$ cat config.mk
export PLATFORM = sky130hd
export DESIGN_NAME = nonrestoring_divider_seq_flat
export DESIGN_NICKNAME = d
export VERILOG_FILES = /design/src/rtl/nonrestoring_divider_seq_if.sv /design/src/rtl/nonrestoring_divider_seq.sv /design/src/flat_wrapper.sv
export SDC_FILE = /design/constraint.sdc
export NUM_CORES = 1
export LEC_CHECK = 0
export CELL_PAD_IN_SITES_DETAIL_PLACEMENT = 0
export CELL_PAD_IN_SITES_GLOBAL_PLACEMENT = 2
export CORE_AREA = 10 10 209 211
export CTS_BUF_LIST = sky130_fd_sc_hd__clkbuf_4
export CTS_CLUSTER_DIAMETER = 200
export CTS_CLUSTER_SIZE = 25
export DETAILED_ROUTE_END_ITERATION = 12
export DIE_AREA = 0 0 219 221
export PLACE_DENSITY_LB_ADDON = 0.1
export SLEW_MARGIN = 5
export SYNTH_ARGS = -nofsm -noshare
export SYNTH_HDL_FRONTEND = slang
export SYNTH_SLANG_ARGS = --single-unit
$ cat constraint.sdc
create_clock -name clk -period 23.6 [get_ports clk]
set_input_delay 7.08 -clock clk [delete_from_list [all_inputs] [get_ports clk]]
set_output_delay 7.08 -clock clk [all_outputs]
set_load 0.02 [all_outputs]
$ cat src/rtl/nonrestoring_divider_seq_if.sv
// ============================================================================
// Module   : nonrestoring_divider_seq_if
// Brief    : Start/busy/valid handshake bundle for the sequential divider.
// Revision : 1.0 - initial release
// ============================================================================
`default_nettype none

interface nonrestoring_divider_seq_if;
    logic        start;
    logic        is_signed;
    logic [31:0] A;
    logic [31:0] B;
    logic [31:0] Q;
    logic [31:0] R;
    logic        busy;
    logic        valid;

    modport master (
        output start, is_signed, A, B,
        input  Q, R, busy, valid
    );

    modport slave (
        input  start, is_signed, A, B,
        output Q, R, busy, valid
    );
endinterface

`default_nettype wire

$ cat src/rtl/nonrestoring_divider_seq.sv
// ============================================================================
// Module   : nonrestoring_divider_seq
// Brief    : 32-bit radix-2 non-restoring divider, RV32M DIV/DIVU/REM/REMU.
// Revision : 1.0 - initial release
// ============================================================================
`default_nettype none

module nonrestoring_divider_seq (
    input  wire logic                  clk,
    input  wire logic                  rst,
    nonrestoring_divider_seq_if.slave  bus
);

    typedef enum logic [1:0] {
        S_IDLE = 2'd0,
        S_CALC = 2'd1,
        S_FIX  = 2'd2
    } state_t;

    state_t      r_state;
    logic [5:0]  r_cnt;
    logic [32:0] r_rem;
    logic [31:0] r_quo;
    logic [31:0] r_div;
    logic [31:0] r_a_raw;
    logic        r_is_signed;
    logic        r_sign_q;
    logic        r_sign_r;
    logic        r_div0;
    logic        r_ovf;

    logic [31:0] w_a_mag;
    logic [31:0] w_b_mag;
    logic [32:0] w_rem_sh;
    logic [32:0] w_rem_nxt;
    logic [31:0] w_rem_fix;
    logic [31:0] w_q_fix;
    logic [31:0] w_r_fix;

    assign w_a_mag = (bus.is_signed && bus.A[31]) ? (32'd0 - bus.A) : bus.A;
    assign w_b_mag = (bus.is_signed && bus.B[31]) ? (32'd0 - bus.B) : bus.B;

    // Decision uses the sign before the shift; the dropped top bit is
    // recovered by the 33-bit modular add/subtract.
    assign w_rem_sh  = {r_rem[31:0], r_quo[31]};
    assign w_rem_nxt = r_rem[32] ? (w_rem_sh + {1'b0, r_div})
                                 : (w_rem_sh - {1'b0, r_div});

    assign w_rem_fix = r_rem[32] ? (r_rem[31:0] + r_div) : r_rem[31:0];
    assign w_q_fix   = (r_is_signed && r_sign_q) ? (32'd0 - r_quo)     : r_quo;
    assign w_r_fix   = (r_is_signed && r_sign_r) ? (32'd0 - w_rem_fix) : w_rem_fix;

    always_ff @(posedge clk or posedge rst) begin
        if (rst) begin
            r_state     <= S_IDLE;
            r_cnt       <= 6'd0;
            r_rem       <= 33'd0;
            r_quo       <= 32'd0;
            r_div       <= 32'd0;
            r_a_raw     <= 32'd0;
            r_is_signed <= 1'b0;
            r_sign_q    <= 1'b0;
            r_sign_r    <= 1'b0;
            r_div0      <= 1'b0;
            r_ovf       <= 1'b0;
            bus.Q       <= 32'd0;
            bus.R       <= 32'd0;
            bus.busy    <= 1'b0;
            bus.valid   <= 1'b0;
        end else begin
            bus.valid <= 1'b0;
            case (r_state)
                S_IDLE: begin
                    if (bus.start) begin
                        r_is_signed <= bus.is_signed;
                        r_a_raw     <= bus.A;
                        r_quo       <= w_a_mag;
                        r_div       <= w_b_mag;
                        r_rem       <= 33'd0;
                        r_sign_q    <= bus.is_signed & (bus.A[31] ^ bus.B[31]);
                        r_sign_r    <= bus.is_signed & bus.A[31];
                        r_div0      <= (bus.B == 32'd0);
                        r_ovf       <= bus.is_signed && (bus.A == 32'h8000_0000)
                                                     && (bus.B == 32'hFFFF_FFFF);
                        r_cnt       <= 6'd0;
                        bus.busy    <= 1'b1;
                        r_state     <= S_CALC;
                    end
                end
                S_CALC: begin
                    r_rem <= w_rem_nxt;
                    r_quo <= {r_quo[30:0], ~w_rem_nxt[32]};
                    r_cnt <= r_cnt + 6'd1;
                    if (r_cnt == 6'd31) begin
                        r_state <= S_FIX;
                    end
                end
                S_FIX: begin
                    if (r_div0) begin
                        bus.Q <= 32'hFFFF_FFFF;
                        bus.R <= r_a_raw;
                    end else if (r_ovf) begin
                        bus.Q <= 32'h8000_0000;
                        bus.R <= 32'd0;
                    end else begin
                        bus.Q <= w_q_fix;
                        bus.R <= w_r_fix;
                    end
                    bus.valid <= 1'b1;
                    bus.busy  <= 1'b0;
                    r_state   <= S_IDLE;
                end
                default: begin
                    r_state  <= S_IDLE;
                    bus.busy <= 1'b0;
                end
            endcase
        end
    end

endmodule

`default_nettype wire

$ cat src/flat_wrapper.sv
// flat-port wrapper written by rule: the top's interface ports become plain ports
module nonrestoring_divider_seq_flat 
  (clk, rst, bus_start, bus_is_signed, bus_A, bus_B, bus_Q, bus_R, bus_busy, bus_valid);
  nonrestoring_divider_seq_if bus_i ();
  input  wire logic clk;
  input  wire logic rst;
  input wire logic [$bits(bus_i.start)-1:0] bus_start;
  input wire logic [$bits(bus_i.is_signed)-1:0] bus_is_signed;
  input wire logic [$bits(bus_i.A)-1:0] bus_A;
  input wire logic [$bits(bus_i.B)-1:0] bus_B;
  output wire logic [$bits(bus_i.Q)-1:0] bus_Q;
  output wire logic [$bits(bus_i.R)-1:0] bus_R;
  output wire logic [$bits(bus_i.busy)-1:0] bus_busy;
  output wire logic [$bits(bus_i.valid)-1:0] bus_valid;
  assign bus_i.start = bus_start;
  assign bus_i.is_signed = bus_is_signed;
  assign bus_i.A = bus_A;
  assign bus_i.B = bus_B;
  assign bus_Q = bus_i.Q;
  assign bus_R = bus_i.R;
  assign bus_busy = bus_i.busy;
  assign bus_valid = bus_i.valid;
  nonrestoring_divider_seq u_core (.clk(clk), .rst(rst), .bus(bus_i));
endmodule
### Word level (Yosys, flattened, before mapping)

Cells that the tools add are included.

| cells by class | value |
|---|---|
| add/sub/neg operators | 8 |
| eq/ne operators | 7 |
| muxes and demuxes | 22 |
| bitwise operators | 5 |
| reduce and logical (&&, ||, !) cells | 13 |

Operators with widths:

| kind | count |
|---|---|
| $mux W32 | 10 |
| $sub A1 B32 Y32 const A | 4 |
| $mux W33 | 2 |
| $pmux W33 S2 | 1 |
| $eq A32 B32 Y1 const B | 2 |
| $pmux W32 S2 | 1 |
| $add A33 B32 Y33 | 1 |
| $sub A33 B32 Y33 | 1 |
| $add A32 B32 Y32 | 1 |
| $logic_not A32 Y1 | 1 |
| $pmux W6 S2 | 1 |
| $reduce_and A2 Y1 | 4 |
| $add A6 B1 Y6 const B | 1 |
| $eq A6 B5 Y1 const B | 1 |
| $logic_and A1 B1 Y1 | 6 |
| $mux W6 | 1 |
| $mux W2 | 2 |
| $pmux W2 S2 | 1 |
| $and A1 B1 Y1 | 2 |
| $eq A2 B1 Y1 const B | 1 |
| $eq A2 B2 Y1 const B | 1 |
| $logic_not A2 Y1 | 1 |
| $mux W1 | 2 |
| $ne A2 B1 Y1 const B | 1 |
| other kinds (5) | 6 |

| storage, ports and cells | value |
|---|---|
| register bits | 208 |
| bits of input ports | 68 |
| output and inout port bits | 66 |
| logic and storage cells | 70 |

### Longest topological paths before layout

Gate-level depths: netlist (run 1).

| logic depth | value |
|---|---|
| word-level depth | 6 |
| gate-level depth with buffers | 23 |
| gate-level depth less buffers | 20 |

### Least setup slack after synthesis (run 1)

OpenSTA, ideal clock, no wires.

| timing path | value |
|---|---|
| path kind | input -> register |
| start point | in bus_B[4] |
| end point | reg u_core.r_div[29] |
| library setup time | 0.135 ns |
| data arrival time | 9.438 ns |
| data required time | 23.465 ns |
| setup slack | 14.027 ns |
| stages | 11 |
| path through | nor3_1 nand3_1 nor3_1 nand2_1 or2_2 or4_1 nor4_1 nand2_1 o41ai_1 xor2_1 o21ai_0 |

| on the way | value |
|---|---|
| word-level cells in the longest chain between the ends | 2 |

Ends and longest elaborated chain:

| element | RTL line | text |
|---|---|---|
| start, declared | flat_wrapper.sv:10 | `input wire logic [$bits(bus_i.B)-1:0] bus_B;` |
| $sub A1 B32 Y32 | nonrestoring_divider_seq.sv:41 | `assign w_b_mag = (bus.is_signed && bus.B[31]) ? (32'd0 - bus.B) : bus.B;` |
| $mux W32 | nonrestoring_divider_seq.sv:41 |  |
| end signal, assigned | nonrestoring_divider_seq.sv:78 | `r_div <= w_b_mag;` |
| end, declared | nonrestoring_divider_seq.sv:24 | `logic [31:0] r_div;` |

Every way passes these cells.
A chain may end at the register's enable or synchronous reset.

### Final worst setup path (run 1)

Same ends and word-level chain as after synthesis.

==> results of run 1 <==
[report_power, final]
part,total [mW],internal [mW],switching [mW]
combinational,2.03,0.835,1.19
clock,0.154,0.0315,0.122
sequential,0.729,0.509,0.220
[flip-flops by register name (all words and copies together), names as in the netlist, 2 cells and up]
name,count
u_core.r_quo,32
u_core.r_div,32
u_core.bus.Q,32
u_core.r_state,2
u_core.r_rem,33
u_core.r_cnt,6
u_core.bus.R,32
u_core.r_a_raw,32
[kinds of logic after synthesis]
group                    share of synthesized area (%)
XOR/XNOR                                         10.66
AND/OR/NAND/NOR                                  19.52
AO/OA/AOI/OAI                                    24.91
adder cells (fa/ha/maj)                          5.991
flip-flops                                       34.05
multiplexers                                    0.9412
buffers and inverters                            3.937
[stage by stage]
step | power, mW | utilization [%]
5_1_grt | 3.196 | 43.48
3_5_place_dp | 2.751 | 43.14
4_1_cts | 2.918 | 43.47
6_report | 2.910 | 43.48
3_3_place_gp | 2.732 | 43.14
2_1_floorplan | 2.195 | -
[routing by layer]
layer | vias up | share of wire [%] | track usage [%] | routed length (µm)
li1 | 6873 | - | - | -
met1 | 6844 | 48 | 29.93 | 25000
met2 | 303 | 45 | 33.14 | 23630
met3 | 36 | 5.6 | 3.274 | 2919
met4 | 0 | 1.3 | 3.436 | 701
met5 | - | 0 | 0 | 0
[how the worst max path moves through the flow]
stage | endpoint | slack (ps) | start | cells after the start
finish | u_core.r_div[29]$_DFFE_PP0P_ | 13740 | bus_B[4] | 12
detailed placement | u_core.r_div[29]$_DFFE_PP0P_ | 13010 | bus_B[4] | 12
global route | u_core.r_div[29]$_DFFE_PP0P_ | 13460 | bus_B[4] | 12
floorplan | u_core.bus.Q[0]$_DFFE_PP0P_ | 10840 | rst | 1
CTS | u_core.r_div[29]$_DFFE_PP0P_ | 13810 | bus_B[4] | 12
global placement | u_core.r_div[29]$_DFFE_PP0P_ | 13000 | bus_B[4] | 12
[worst max-delay path: stages]
cell,delay (ps)
clkdlybuf4s50_1,470
nor3_1,220
nand3_1,130
nor3_1,380
nand2_1,160
or2_2,330
or4_1,450
nor4_1,450
nand2_1,180
o41ai_1,340
xor2_1,160
o21ai_0,80
[synthesized netlist by cell type, drive strengths merged (6+ instances only)]
cell | instances | area, µm²
o21bai | 11 | 82.58
a211oi | 15 | 117.6
clkbuf | 81 | 307.8
o311ai | 6 | 52.55
ha | 70 | 875.8
a221oi | 16 | 146.4
or4 | 8 | 60.06
a21o | 16 | 120.1
nor3 | 51 | 260.3
nand2 | 278 | 1044
a31oi | 23 | 143.9
inv | 49 | 183.9
o41ai | 9 | 86.34
nor4 | 17 | 106.4
nand4 | 20 | 125.1
a21oi | 147 | 735.7
mux2i | 11 | 110.1
a22o | 6 | 52.55
nand3 | 31 | 155.2
or3 | 21 | 132.6
a22oi | 22 | 165.2
nor2b | 12 | 75.07
nor2 | 149 | 559.3
o21a | 35 | 270.3
o211ai | 9 | 86.33
nand2b | 16 | 100.1
and3 | 13 | 81.33
o31ai | 19 | 142.6
and2 | 12 | 75.07
o21ai | 176 | 880.8
xnor2 | 96 | 840.8
buf | 16 | 110.1
o22ai | 31 | 193.9
nand3b | 7 | 52.55
xor2 | 90 | 788.3
dfrtp | 208 | 5205
[area by class of cell]
cell class / instances / area, µm² / area share (%)
timing repair buffer: 149 / 1451 / 8.460
inverter: 49 / 191.4 / 1.116
tap: 525 / 656.9 / 3.829
multi-input combinational: 1521 / 9514 / 55.45
clock buffer: 15 / 112.6 / 0.6564
antenna: 1 / 2.502 / 0.01459
sequential: 208 / 5207 / 30.35
clock inverter: 1 / 20.02 / 0.1167
==> reports/metrics.yaml, run 1 <==
rows: 73
cts-resized-gates: 0
grt_remaining_overflow: 0
crit_fanout: 4
placed_cells: 2452
maxCapViolCount: 0
globalplace.congestion: 0.9261
ys_seq_area_share_pct: 34.05
dpl_cell_area_um2: 17020
dieHeight_um: 221
root_buffer: "clkbuf_4"
htree_levels: 1
cts.path.max_buffers: 3
drv_slew: 0
core_um2: 39460
synth_flop_cell: "dfrtp_1"
synth.distinct_cells: 84
power_density_nw_per_um2: 169.6
cts_buffers: 12
initial_core_util_pct: 38.74
synthCells: 1875
crit_required_ps: 24180
fin_skew_ps: 95.81
cts_tree: "built"
track_usage_pct: 20.98
wl_mm: 52.25
synth_area_um2: 15290
num_vias: 14060
worst-r2r-cell-count: 17
nFillCells: 4091
report.final.setup_viol: 0
firstDrtPassIters: 4
area_growth_pct: 12.23
die_area_um2: 48400
drt-wirelength-per-cell_um: 21.16
period_share_pct: 41.76
grt_pass1_vias: 13810
io_buffers: 133
cts.sinks: 208
ant_nets: 0
post_cts_buffers: 0
critical_path_class: "in2reg"
relSlewSlack_pct: 28.45
rsz0062_at_grt: "no"
worstHoldPathType: "reg2reg"
r2r_end: "u_core.r_quo[0]$_DFFE_PP0P_"
synth-edff-count: 0
r2r-start: "u_core.r_div[1]$_DFFE_PP0P_"
die_x_um: 219
antenna_found_initial: 1
worstPathArrival_ps: 10440
whs_ps: 502.9
vias_per_cell: 5.693
post-route-drc-count: 0
worst_pin_slew_ps: 1069
min_period_ps: 9855
setup_slack_ps: 13740
min_to: "u_core.r_cnt[5]$_DFFE_PP0P_"
stdcell_count: 2469
place_hpwl_mm: 39.49
hold_violations: 0
reg2reg_setup_slack_ps: 18370
most-common-layout-cells: "nand2_1, dfrtp_1, o21ai_0, a21oi_1, nor2_1"
fmax_mhz: 101.5
start_kind: "input port"
grt_max_degree: 98
leakage_nw: 7.164
min_path_cells: 1
drt_iter0_drc: 966
status: "completed"
clk_pin_slew_worst_paths_ps: 270
hp-start: "u_core.r_cnt[5]$_DFFE_PP0P_"
place_ws_ps: 13010
fin_tns_setup_ps: 0
layout_commonest_cell: "nand2_1"
grt_pass1_wl_mm: 81.57
ios: 134
yosys_warnings: 0
synth.avg_cell_area_um2: 8.153
worstSkewPairLatency_ps: 730
design_area_um2: 17160
ir_drop_v: 0.00007876
hold_buffers: 0
drive_above_1_share_pct: 3.448
syn_nets: 2015
fin_nets: 2081
async_reset_ff_share_pct: 100.0
ys_seq_elements: 208
end_kind: "flop"
No activity file was read; power rests on OpenSTA's default activity.
==> inputs of run 2 (changes only) <==
- CORE_AREA: 10 10 209 211 -> 10 10 215 217
- DIE_AREA: 0 0 219 221 -> 0 0 225 227
- clock period: 23.6 -> 9.1 ns (I/O delays scaled with it)
==> run 2 against run 1 <==
Compared with the run above:
- sequential share of layout area about the same
- core utilization down 2.3 points
- count of clock-buffer cells in the layout stayed put
- combinational power rose to 2.6 times the previous value
- sequential cell count unchanged
- cell count up 0.65%
- sequential power grew to 2.6 times the previous value
- first-iteration DRC count grew 2.6%
- setup slack worse by 10000 ps
- cell area up 0.13%
==> reports/metrics.yaml, run 2 (same netlist as run 1, synthesis figures left out) <==
p_sw_mw: 4.000
critical_path_class: "in2reg"
grt_pass1_vias: 13820
post-route-drc-count: 0
largest_reg_flops: 33
crit_slowest_cell: "clkdlybuf4s50_1"
ios: 134
netSwitchingFraction_pct: 52.87
place_hpwl_mm: 39.59
min_period_ps: 5452
grt_pass1_wl_mm: 82.55
power_density_nw_per_um2: 440.4
io_buffers: 133
cts.sinks: 208
htree_levels: 1
placed_cells: 2466
drv_slew: 0
ant_nets: 0
core_um2: 41760
wl_mm: 53.07
comb_power_share_pct: 69.6
rsz0062_at_grt: "no"
largest-register: "u_core.r_rem"
die_x_um: 225
p_clk_share_pct: 5.4
firstDrtPassIters: 5
cts_buffers: 12
die_area_um2: 51080
grt_remaining_overflow: 0
globalplace.congestion: 0.8764
cts_tree: "built"
leakage_nw: 7.164
fin_tns_setup_ps: 0
hold_buffers: 0
num_vias: 14190
status: "completed"
end_kind: "flop"
fin_skew_ps: 89.75
track_usage_pct: 20.40
maxCapViolCount: 0
stdcell_count: 2485
start_kind: "input port"
clk_pin_slew_worst_paths_ps: 260
worst_path_largest_cell_delay_ps: 480
crit_fanout: 4
worstSkewPairLatency_ps: 760
power.internal_mw: 3.566
root_buffer: "clkbuf_4"
drt_iter0_drc: 991
post_cts_buffers: 0
p_seq_share_pct: 25.1
seq_area_um2: 5207
area_growth_pct: 12.38
fin_nets: 2081
worst_pin_slew_ps: 1132
dieHeight_um: 227
fmax_mhz: 183.4
antenna_found_initial: 2
report.final.setup_viol: 0
cts-resized-gates: 0
nFillCells: 4338
initial_core_util_pct: 36.61
hold_violations: 0
path_cells: "clkdlybuf4s50_1 > nor3_1 > nand3_1 > nor3_1 > nand2_1 > or2_2 > or4_1 > nor4_1 > nand2_1 > o41ai_1 > xor2_1 > o21ai_0"
most-common-layout-cells: "nand2_1, dfrtp_1, o21ai_0, a21oi_1, nor2_1"
grt_max_degree: 99
rows: 75
drt-wirelength-per-cell_um: 21.36
drive_above_1_share_pct: 3.448
multi_input_area_um2: 9514
period_share_pct: 59.91
vias_per_cell: 5.710
relSlewSlack_pct: 24.47
crit_required_ps: 9720
worstHoldPathType: "reg2reg"
ir_drop_v: 0.0001697
cts.path.max_buffers: 3
layout_commonest_cell: "nand2_1"
worstPathArrival_ps: 6070
run 2: cell type report:
class / instances / area share [%]
timing repair buffer: 149 / 8.449
clock buffer: 15 / 0.6555
clock inverter: 1 / 0.1165
antenna: 3 / 0.04370
inverter: 49 / 1.114
sequential: 208 / 30.31
multi-input combinational: 1521 / 55.38
tap: 539 / 3.926
run 2: per-layer routing:
metal / share of wire, % / global-route usage, % / vias up
li1: - / - / 6897
met1: 49 / 29.37 / 6932
met2: 45 / 32.55 / 320
met3: 4.6 / 2.496 / 41
met4: 1.2 / 3.290 / 0
met5: 0 / 0 / -
run 2: final timing paths:
path | start | endpoint | slack (ps) | cells after the start
max | bus_B[4] | u_core.r_div[29]$_DFFE_PP0P_ | 3650 | 12
min | u_core.bus.Q[28]$_DFFE_PP0P_ | u_core.bus.Q[28]$_DFFE_PP0P_ | 500 | 2
max reg2reg | u_core.r_div[1]$_DFFE_PP0P_ | u_core.r_quo[0]$_DFFE_PP0P_ | 3960 | 17
min reg2reg | u_core.bus.Q[28]$_DFFE_PP0P_ | u_core.bus.Q[28]$_DFFE_PP0P_ | 500 | 2
max in group asynchronous | rst | u_core.r_div[4]$_DFFE_PP0P_ | 5270 | 3
min in group asynchronous | rst | u_core.r_rem[8]$_DFFE_PP0P_ | 2400 | 2
run 2: stage by stage:
step	total power, mW	util [%]	hold WS, ps	setup slack, ps	cell area [µm²]
finish	7.566	41.14	500.9	3648	17180
global placement	7.099	40.80	450.1	2822	17040
global route	8.308	41.13	535.7	3430	17180
detailed placement	7.141	40.80	455.8	2851	17040
floorplan	5.692	-	437.4	689.2	15290
CTS	7.585	41.12	509.9	3678	17170
run 2: worst max-delay path: cells and delay by family:
family                 cells  cell delay, ps
buffers and inverters      1             480
AO/OA/AOI/OAI              2             410
XOR/XNOR                   1             170
AND/OR/NAND/NOR            8            2290
run 2: power by group through the flow:
| stage | logic, mW | clock network (mW) | registers, mW |
|---|---|---|---|
| finish | 5.26 | 0.407 | 1.90 |
| global route | 5.90 | 0.458 | 1.95 |
| CTS | 5.26 | 0.429 | 1.89 |
| detailed placement | 5.23 | 0 | 1.91 |
| global placement | 5.19 | 0 | 1.91 |
| floorplan | 4.01 | 0 | 1.68 |
==> inputs of run 3 (changes only) <==
- clock period: 9.1 -> 5.5 ns (I/O delays scaled with it)
==> run 3 against run 2 <==
Compared with the run above:
- hold slack better by 0.85 ps
- critical path type is now reg2reg
- routed wire length is 3.1% higher
- global-route usage is 0.52 points higher
- highest routed layer is now met5
- cell count is 1.0% higher
- count of clock-buffer cells in the layout stayed put
- sequential power is 59% higher
- cell area is 1.4% higher
- total power is 68% higher
- register-to-register slack worse by 3400 ps
- critical endpoint is now u_core.r_quo[0]$_DFFE_PP0P_
==> reports/metrics.yaml, run 3 (same netlist as run 1, synthesis figures left out) <==
fin_nets: 2107
relSlewSlack_pct: 29.79
min_to: "u_core.bus.Q[28]$_DFFE_PP0P_"
fin_tns_setup_ps: 0
htree_levels: 1
place_ws_ps: 419.5
largest_reg_flops: 33
period_share_pct: 90.34
drt-wirelength-per-cell_um: 21.79
ios: 134
core_um2: 41760
num_vias: 14490
r2r-start: "u_core.r_div[8]$_DFFE_PP0P_"
cts.path.max_buffers: 3
hold_buffers: 0
worstPathArrival_ps: 5560
track_usage_pct: 20.92
worstHoldPathType: "reg2reg"
cts-resized-gates: 0
worst_pin_slew_ps: 1049
post_cts_buffers: 0
die_x_um: 225
grt_remaining_overflow: 0
dieHeight_um: 227
utilization_pct: 41.72
r2r_end: "u_core.r_quo[0]$_DFFE_PP0P_"
post-route-drc-count: 0
wl_mm: 54.71
die_area_um2: 51080
hold_violations: 0
cts.sinks: 208
vias_per_cell: 5.771
maxCapViolCount: 0
firstDrtPassIters: 7
dpl_cell_area_um2: 17280
hp-start: "u_core.bus.Q[28]$_DFFE_PP0P_"
antenna_found_initial: 4
status: "completed"
root_buffer: "clkbuf_4"
cts_tree: "built"
min_path_cells: 2
drive_above_1_share_pct: 4.723
place_hpwl_mm: 41.83
ir_drop_v: 0.0003258
clk_pin_slew_worst_paths_ps: 260
worstSkewPairLatency_ps: 770
report.final.setup_viol: 0
crit_required_ps: 6100
most-common-layout-cells: "nand2_1, dfrtp_1, o21ai_0, a21oi_1, nor2_1"
design_area_um2: 17420
whs_ps: 501.7
grt_pass1_wl_mm: 84.09
leakage_nw: 7.303
layout_commonest_cell: "nand2_1"
cts_buffers: 12
reg2reg_setup_slack_ps: 530
rows: 75
drv_slew: 0
start_kind: "flop"
worst-r2r-cell-count: 16
initial_core_util_pct: 36.61
area_growth_pct: 13.96
power_density_nw_per_um2: 731.0
largest-register: "u_core.r_rem"
crit_fanout: 5
grt_max_degree: 64
drt_iter0_drc: 1187
min_period_ps: 4969
fmax_mhz: 201.3
fin_skew_ps: 107.6
end_kind: "flop"
setup_slack_ps: 531.4
io_buffers: 133
globalplace.congestion: 0.8800
nFillCells: 4317
grt_pass1_vias: 14200
rsz0062_at_grt: "no"
ant_nets: 0
critical_path_class: "reg2reg"
run 3: changes by cell type in the layout (fill, tap and decap cells not counted):
cell | previous run | this run
buf_12 | 0 | 4
buf_4 | 16 | 38
clkinvlp_4 | 0 | 1
inv_8 | 1 | 0
run 3: power breakdown:
group	switching (mW)	internal, mW
combinational	5.31	3.73
sequential	0.840	2.18
clock	0.540	0.135
run 3: how the worst max path moves through the flow:
stage	to	start	slack, ps	cells past startpoint
3_3_place_gp	u_core.r_div[29]$_DFFE_PP0P_	bus_B[8]	360	11
5_1_grt	u_core.r_quo[0]$_DFFE_PP0P_	u_core.r_div[8]$_DFFE_PP0P_	230	16
6_report	u_core.r_quo[0]$_DFFE_PP0P_	u_core.r_div[8]$_DFFE_PP0P_	530	16
3_5_place_dp	u_core.r_div[29]$_DFFE_PP0P_	bus_B[8]	420	11
4_1_cts	u_core.r_quo[0]$_DFFE_PP0P_	u_core.r_div[8]$_DFFE_PP0P_	650	16
2_1_floorplan	u_core.r_rem[30]$_DFFE_PP0P_	u_core.r_rem[32]$_DFFE_PP0P_	580	23
run 3: per-layer routing:
| metal | wire (µm) | part of all wire (%) | vias to the layer above | GRT usage [%] |
|---|---|---|---|---|
| met1 | 25950 | 47 | 7136 | 29.61 |
| met3 | 2901 | 5.3 | 55 | 2.895 |
| met5 | 7 | 0.013 | - | 0 |
| met2 | 24840 | 45 | 373 | 33.34 |
| li1 | - | - | 6926 | - |
| met4 | 1020 | 1.9 | 2 | 4.299 |
run 3: critical path, cell delays in order, from the launching register on:
cell and delay (ps):
dfrtp_1 440, nor3_1 690, nor3b_1 400, and2_1 250, nor2b_1 370, a21oi_1 140
xor2_1 160, ha_1 300, a211o_1 290, a21oi_1 220, nand3b_1 120, o21ai_0 350
a21oi_1 160, o21ai_0 300, a21oi_1 130, xnor2_1 390, a21oi_1 120
run 3: layout make-up:
class	instances	area (µm²)	area share (%)
Antenna cell	3	7.507	0.04309
Timing Repair Buffer	175	1697	9.739
Sequential cell	208	5207	29.89
Inverter	49	187.7	1.077
Tap cell	539	674.4	3.871
Clock inverter	1	20.02	0.1149
Multi-Input combinational cell	1521	9514	54.61
Clock buffer	15	112.6	0.6464
run 3: metrics by stage:
stage	power (mW)	std cells
floorplan	9.418	1875
global placement	11.95	2492
detailed placement	12.03	2492
CTS	12.74	2508
global route	13.92	2509
finish	12.74	2511
